## config.mk

```make
export PLATFORM = sky130hd
export DESIGN_NAME = max_scan_ctrl
export DESIGN_NICKNAME = d
export VERILOG_FILES = /design/src/rtl/max_scan_ctrl.sv
export SDC_FILE = /design/constraint.sdc
export NUM_CORES = 1
export LEC_CHECK = 0
export ABC_AREA = 1
export BUFFER_PORTS_ARGS = -buffer_cell sky130_fd_sc_hd__buf_2
export CAP_MARGIN = 10
export CORE_UTILIZATION = 25
export CTS_CLUSTER_DIAMETER = 40
export DETAILED_ROUTE_END_ITERATION = 10
export PLACE_DENSITY = 0.5
export SLEW_MARGIN = 20
export SYNTH_ARGS = -nofsm -noshare
export SYNTH_HDL_FRONTEND = slang
export SYNTH_SLANG_ARGS = --single-unit
```

## constraint.sdc

```tcl
create_clock -name clk -period 2.8 [get_ports clk]
set_input_delay 0.28 -clock clk [delete_from_list [all_inputs] [get_ports clk]]
set_output_delay 0.28 -clock clk [all_outputs]
set_load 0.005 [all_outputs]
```

## src/rtl/max_scan_ctrl.sv

```systemverilog
// max_scan_ctrl: scans a small entry buffer for its largest value.
// Ports: clk, rst_n (async active-low), wr_en/wr_addr/wr_data (buffer write),
//   start (scan request), busy, done (1-cycle pulse), max_val/max_idx (result).
// Option: define MAX_SCAN_TRACK_MIN_EN to add min_val/min_idx outputs.
module max_scan_ctrl #(
  parameter int WIDTH = 4,
  parameter int DEPTH = 8
) (
  input  logic                     clk,
  input  logic                     rst_n,
  input  logic                     wr_en,
  input  logic [$clog2(DEPTH)-1:0] wr_addr,
  input  logic [WIDTH-1:0]         wr_data,
  input  logic                     start,
  output logic                     busy,
  output logic                     done,
  output logic [WIDTH-1:0]         max_val,
`ifdef MAX_SCAN_TRACK_MIN_EN
  output logic [$clog2(DEPTH)-1:0] max_idx,
  output logic [WIDTH-1:0]         min_val,
  output logic [$clog2(DEPTH)-1:0] min_idx
`else
  output logic [$clog2(DEPTH)-1:0] max_idx
`endif
);

  localparam int AW = $clog2(DEPTH);
  localparam logic [AW-1:0] LAST = AW'(DEPTH - 1);

  localparam logic [1:0] IDLE = 2'd0;
  localparam logic [1:0] SCAN = 2'd1;
  localparam logic [1:0] DONE = 2'd2;

  logic [1:0]       r_state;
  logic [WIDTH-1:0] r_mem [DEPTH];
  logic [AW-1:0]    r_ptr;
  logic             r_fin;
  logic [WIDTH-1:0] r_best;
  logic [AW-1:0]    r_best_idx;
  logic             r_busy;
  logic             r_done;
  logic [WIDTH-1:0] r_max_val;
  logic [AW-1:0]    r_max_idx;

  logic             w_ready;
  logic             w_accept;
  logic             w_wr_ok;
  logic [WIDTH-1:0] w_cur;
  logic             w_gt;

  assign w_ready  = (r_state == IDLE) || (r_state == DONE);
  assign w_accept = w_ready && start;
  // start wins over a same-cycle write
  assign w_wr_ok  = w_ready && wr_en && !start;
  assign w_cur    = r_mem[r_ptr];
  // strict compare: ties keep the lower index
  assign w_gt     = w_cur > r_best;

  always_ff @(posedge clk or negedge rst_n) begin
    if (!rst_n) begin
      for (int i = 0; i < DEPTH; i++) begin
        r_mem[i] <= '0;
      end
    end else if (w_wr_ok) begin
      r_mem[wr_addr] <= wr_data;
    end
  end

  // r_fin marks the extra cycle after the last compare,
  // used to register the result together with done.
  always_ff @(posedge clk or negedge rst_n) begin
    if (!rst_n) begin
      r_state    <= IDLE;
      r_ptr      <= '0;
      r_fin      <= 1'b0;
      r_best     <= '0;
      r_best_idx <= '0;
      r_busy     <= 1'b0;
      r_done     <= 1'b0;
      r_max_val  <= '0;
      r_max_idx  <= '0;
    end else begin
      r_done <= 1'b0;
      case (r_state)
        IDLE, DONE: begin
          if (w_accept) begin
            r_state    <= SCAN;
            r_best     <= r_mem[0];
            r_best_idx <= '0;
            r_ptr      <= AW'(1);
            r_fin      <= 1'b0;
            r_busy     <= 1'b1;
          end else begin
            r_state <= IDLE;
          end
        end
        SCAN: begin
          if (!r_fin) begin
            if (w_gt) begin
              r_best     <= w_cur;
              r_best_idx <= r_ptr;
            end
            // pointer stops at the last entry, never wraps
            if (r_ptr == LAST) begin
              r_fin <= 1'b1;
            end else begin
              r_ptr <= r_ptr + 1'b1;
            end
          end else begin
            r_state   <= DONE;
            r_fin     <= 1'b0;
            r_busy    <= 1'b0;
            r_done    <= 1'b1;
            r_max_val <= r_best;
            r_max_idx <= r_best_idx;
          end
        end
        default: begin
          r_state <= IDLE;
          r_busy  <= 1'b0;
          r_fin   <= 1'b0;
        end
      endcase
    end
  end

  assign busy    = r_busy;
  assign done    = r_done;
  assign max_val = r_max_val;
  assign max_idx = r_max_idx;

`ifdef MAX_SCAN_TRACK_MIN_EN
  logic [WIDTH-1:0] r_bmin;
  logic [AW-1:0]    r_bmin_idx;
  logic [WIDTH-1:0] r_min_val;
  logic [AW-1:0]    r_min_idx;
  logic             w_lt;

  assign w_lt = r_bmin > w_cur;

  always_ff @(posedge clk or negedge rst_n) begin
    if (!rst_n) begin
      r_bmin     <= '0;
      r_bmin_idx <= '0;
      r_min_val  <= '0;
      r_min_idx  <= '0;
    end else if (w_accept) begin
      r_bmin     <= r_mem[0];
      r_bmin_idx <= '0;
    end else if (r_state == SCAN) begin
      if (!r_fin) begin
        if (w_lt) begin
          r_bmin     <= w_cur;
          r_bmin_idx <= r_ptr;
        end
      end else begin
        r_min_val <= r_bmin;
        r_min_idx <= r_bmin_idx;
      end
    end
  end

  assign min_val = r_min_val;
  assign min_idx = r_min_idx;
`endif

endmodule

```

After elaboration in Yosys (flattened, before gate mapping)

Cells that the tools add are included.

Register bits after elaboration: 54
Output and inout port bits: 9
Logic and storage cells: 75

Reductions and logical operators: 13
$lt $le $gt $ge: 4
Add/subtract/negate cells: 1
Bitwise gates (word level): 2
Multiplexer cells: 30
Eq/ne operators: 8

Operator list:

| cell                  | number |
|---|---|
| $bwmux W32            | 1 |
| $mux W4               | 6 |
| $mux W3               | 6 |
| $bmux W4 S3           | 1 |
| $demux W4 S3          | 1 |
| $pmux W3 S2           | 2 |
| $ne A2 B2 Y1 const B  | 5 |
| $ge A4 B4 Y1 const B  | 2 |
| $mux W1               | 8 |
| $not A3 Y4            | 2 |
| $pmux W4 S2           | 1 |
| $reduce_and A4 Y1     | 2 |
| $gt A4 B4 Y1          | 1 |
| $logic_and A1 B1 Y1   | 4 |
| $lt A4 B1 Y1 const B  | 1 |
| $pmux W1 S2           | 2 |
| $pmux W2 S2           | 1 |
| $reduce_and A2 Y1     | 2 |
| $add A3 B1 Y3 const B | 1 |
| $eq A3 B3 Y1 const B  | 1 |
| $eq A2 B1 Y1 const B  | 1 |
| $eq A2 B2 Y1 const B  | 1 |
| $logic_not A2 Y1      | 1 |
| $mux W2               | 1 |
| 4 further kinds       | 4 |

Depth between registers and ports, before layout

Depth after elaboration: 8
Mapped depth: 18
Mapped depth without buffers: 17

Least setup slack after synthesis

No wires, ideal clock.

Kind: flip-flop to flip-flop
Start: register r_ptr[0]
End: register r_best[0]
Arrival: 1.854 ns
Required time: 2.684 ns
Cell stages (with the launch flop): 18
Clock period less this slack: 1.970 ns
Slack: 0.830 ns
Path buffers: 1
Path through: dfrtp_1 > inv_1 > buf_2 > nand2_1 > nand3_1 > nand3_1 > and2_1 > ha_1 > nand2_1 > inv_1 > nand2_1 > nand2_1 > nand2_1 > nand2_1 > nand2_4 > inv_2 > nand2_1 > nand2_1

Word-level cells in the longest chain between the ends: 7
Elaborated cells between the ends (all ways): 10
Classes of those cells: order compare (1); eq/ne (1); mux (6); bitwise (1); reduce/logical (1)

Ends and longest elaborated chain:

| item                                                                     | RTL line | text |
|---|---|---|
| start, declared                                                          | 36       | `logic [AW-1:0] r_ptr;` |
| start signal, assigned                                                   | 107      | `r_ptr <= r_ptr + 1'b1;` |
| $not A3 Y4 (implied by the code) *                                       | 55       | `assign w_cur = r_mem[r_ptr];` |
| $bmux W4 S3 *                                                            | 55       |  |
| $mux W4 (implied by the code) * (2 in series)                            | 55       |  |
| $gt A4 B4 Y1 / $mux W4 (equally long branches)                           | 57, 99   |  |
| $ne A2 B2 Y1 (no source line) / $mux W4 (equally long branches)          | -        |  |
| $reduce_and A4 Y1 (no source line) / $pmux W4 S2 (equally long branches) | -        |  |
| end signal, assigned                                                     | 88       | `r_best <= r_mem[0];` |
| end signal, assigned                                                     | 100      | `r_best <= w_cur;` |
| end, declared                                                            | 38       | `logic [WIDTH-1:0] r_best;` |

Mark *: on every way between the ends. The rest lies on a longest branch, timed or not. The select of a mux whose other input is x is not followed.
A chain may end at the register's enable or synchronous reset.

Final worst setup path

Start: register r_ptr[0]
End: register r_best[1]

Same word-level chain as after synthesis.

==> summary.txt <==
cts hold-fix bufs - 0
Post-CTS Resized - 0
CP Launch Type - flip-flop
vias in the first global route - 2074
CP Capture Type - flip-flop
DR vias - 2074
share of cells above drive strength 1 - 0.140
fin area - 3070 µm²
sequential share of the synthesized area - 0.502
Max VDD drop - 276 µV
actual slew at the worst max-slew pin - 0.697 ns
Power Density - 1060 nW/µm²
die width - 106 µm
Die ar. - 11200 µm²
top cell type's share of synthesized area - 0.502
largest net degree at the start of global routing - 55
status - completed
final weighted congestion in routability-driven placement - 0.856
TritonCTS clock tree - built
grt ovf - 0
mapped cell area - 2690 µm²
Leakage - 0.00158 µW
GR Util All Layers - 0.114
hpwl dp - 4380 µm
mux cell area share after synthesis - 0
area share of xor/xnor cells in the synthesized design - 0
Synth warnings - 0
synthesis-to-layout area growth - 13.9%
Skew-Pair Late Insertion Delay - 0.32 ns
drt pass-1 iters - 4
fin nets - 381
Critical Path AT - 2.45 ns
Bufs on Longest Clock Path - 2
flops & latches, synth - 54
cell mode on critical path - nand2_1
first-pass GRT wire length - 9840 µm
clock root cell - clkbuf_8
fin crit period - 2.24 ns
Starting Density - 0.260
Die H - 106 µm
Inst Count DP - 493
WL final - 5780 µm
Worst Hold Class - in2async
Site Rows - 37
CTS clock-pin slew for the worst setup and hold paths - 0.11 ns
Iter 0 DRT Violations - 71
vias per std cell - 4.14
Synth Area in Compound Gates - 0.0836
drt drc - 0
Area contributors post-synth - dfrtp_1 (50%), nand2_1 (17%), o21ai_0 (6.9%), inv_1 (6.7%), nand3_1 (5.0%)
Gate Count Post-Synth - 341
worst-case clock skew - 0.0140 ns
count of final hold-check violations - 0
largest family of logic cells by synthesized area - simple AND/OR/NAND/NOR gates
count of different cell masters after synthesis - 20
mean area per synthesized cell - 7.90 µm²
CP required - 3.01 ns
RSZ-0062 raised after global routing - no
Post-DRT Antenna Nets - 0
simple-gate share of the synthesized area - 0.302
# IOs - 20
Crit Path Class - reg2reg
fmax - 446 MHz
CP Cell Sequence - inv_1, nand2_1, nand3_1, nand3_1, and2_1, ha_1, nand2_1, nand2_1, nand2_1, nand2_1, nand2_1, nand2_1, nand2_4, inv_2, nand2_1, nand2_1
Synth Area in Adders - 0.0279
normalized max-slew margin - 0.535
clock sink count - 54
CTS Buf Count - 5
IO buf count - 19
Wirelength per Cell - 11.5 µm
Setup TNS - 0 ns
post-route insts no fill - 501
Layout Utilization - 0.296
final setup violation count - 0
leading area contributor after synthesis - dfrtp_1
Syn Nets - 358
CP peak stage delay - 0.44 ns
Post-DP Area - 2950 µm²
number of max-slew violations in the final report - 0
setup bufs post-CTS - 0
ANT cells - 0
crit-path max FO - 13
Max-cap violations - 0
Core Area - 10400 µm²
initial antenna violation count - 0
period utilization - 0.801
CP max stage cell - dfrtp_1
htree depth - 2
WHS - 0.0877 ns
-- cell families (layout without fill, tap and decap cells) --
kind of cell,count (synthesis),in the layout
and+or+nand+nor,177,177
AOI/OAI and AO/OA,45,45
DFF,54,54
adders and majority gates,6,6
buffers and inverters,59,83
-- worst max-delay path: cells and delay by family, from the launching register on --
kind,cells,cell delay [ns]
buf+inv,2,0.35
fa+ha+maj,1,0.28
flops,1,0.44
simple gates,13,1.06
-- per-layer routing --
metal / global-route usage / up-vias / share of wire
met2: 0.186 / 21 / 0.45
met5: 0 / - / 0
met4: 0.0417 / 0 / 0.013
met3: 0.0260 / 5 / 0.030
met1: 0.146 / 946 / 0.51
li1: - / 1102 / -
-- cell usage in the layout, fill, tap and decap left out, types with 4 or more instances in the layout --
cell	instances
clkbuf_8	5
nand3_2	4
nand3_1	27
inv_1	48
buf_2	19
o21ai_1	5
dfrtp_1	54
nand2_1	119
inv_2	5
nor2_1	12
ha_1	6
o21ai_0	37
-- registers in the layout (all words and copies together), names as in the netlist --
name / flops
busy: 1
done: 1
max_idx: 3
max_val: 4
r_best: 4
r_best_idx: 3
r_fin: 1
r_mem: 32
r_ptr: 3
r_state: 2
-- stage by stage --
stage,total power [µW],worst slack (ns)
6_report,3240,0.558
4_1_cts,3300,0.542
5_1_grt,3590,0.314
2_1_floorplan,2350,0.830
3_5_place_dp,2730,0.582
3_3_place_gp,2710,0.610
-- synthesized netlist by cell type --
library cell	n
nand2_1	119
dfrtp_1	54
inv_1	48
o21ai_0	37
nand3_1	27
nor2_1	12
buf_2	6
ha_1	6
inv_2	5
o21ai_1	5
nand3_2	4
a21oi_1	3
and2_1	3
nor3_4	3
nand2_2	2
nand2_4	2
nor2_2	2
nand4_2	1
nor2_4	1
or2_2	1
-- report_power, final --
part	internal, µW	switching, µW	total, µW
sequential	1090	191	1280
combinational	532	884	1420
clock	272	277	548
-- worst paths after layout --
kind                                from  cells after the start    endpoint  slack (ns)
setup reg to reg                r_ptr[0]                     16   r_best[1]        0.56
hold / removal                     rst_n                      2    r_mem[2]        0.09
min in group clk              wr_data[1]                      3   r_mem[17]        0.22
setup / recovery                r_ptr[0]                     16   r_best[1]        0.56
hold reg to reg            r_best_idx[2]                      2  max_idx[2]        0.48
max in group asynchronous          rst_n                      2   r_mem[30]        2.25
-- final cells by class --
cell class	count	area (µm²)
Fill cell	1158	7300
Sequential cell	54	1350
Multi-Input combinational cell	228	1110
Inverter	53	199
Tap cell	136	170
Timing Repair Buffer	22	118
Clock buffer	5	68.8
Clock inverter	3	47.5
Note: power is estimated with default switching activity, not from simulation.
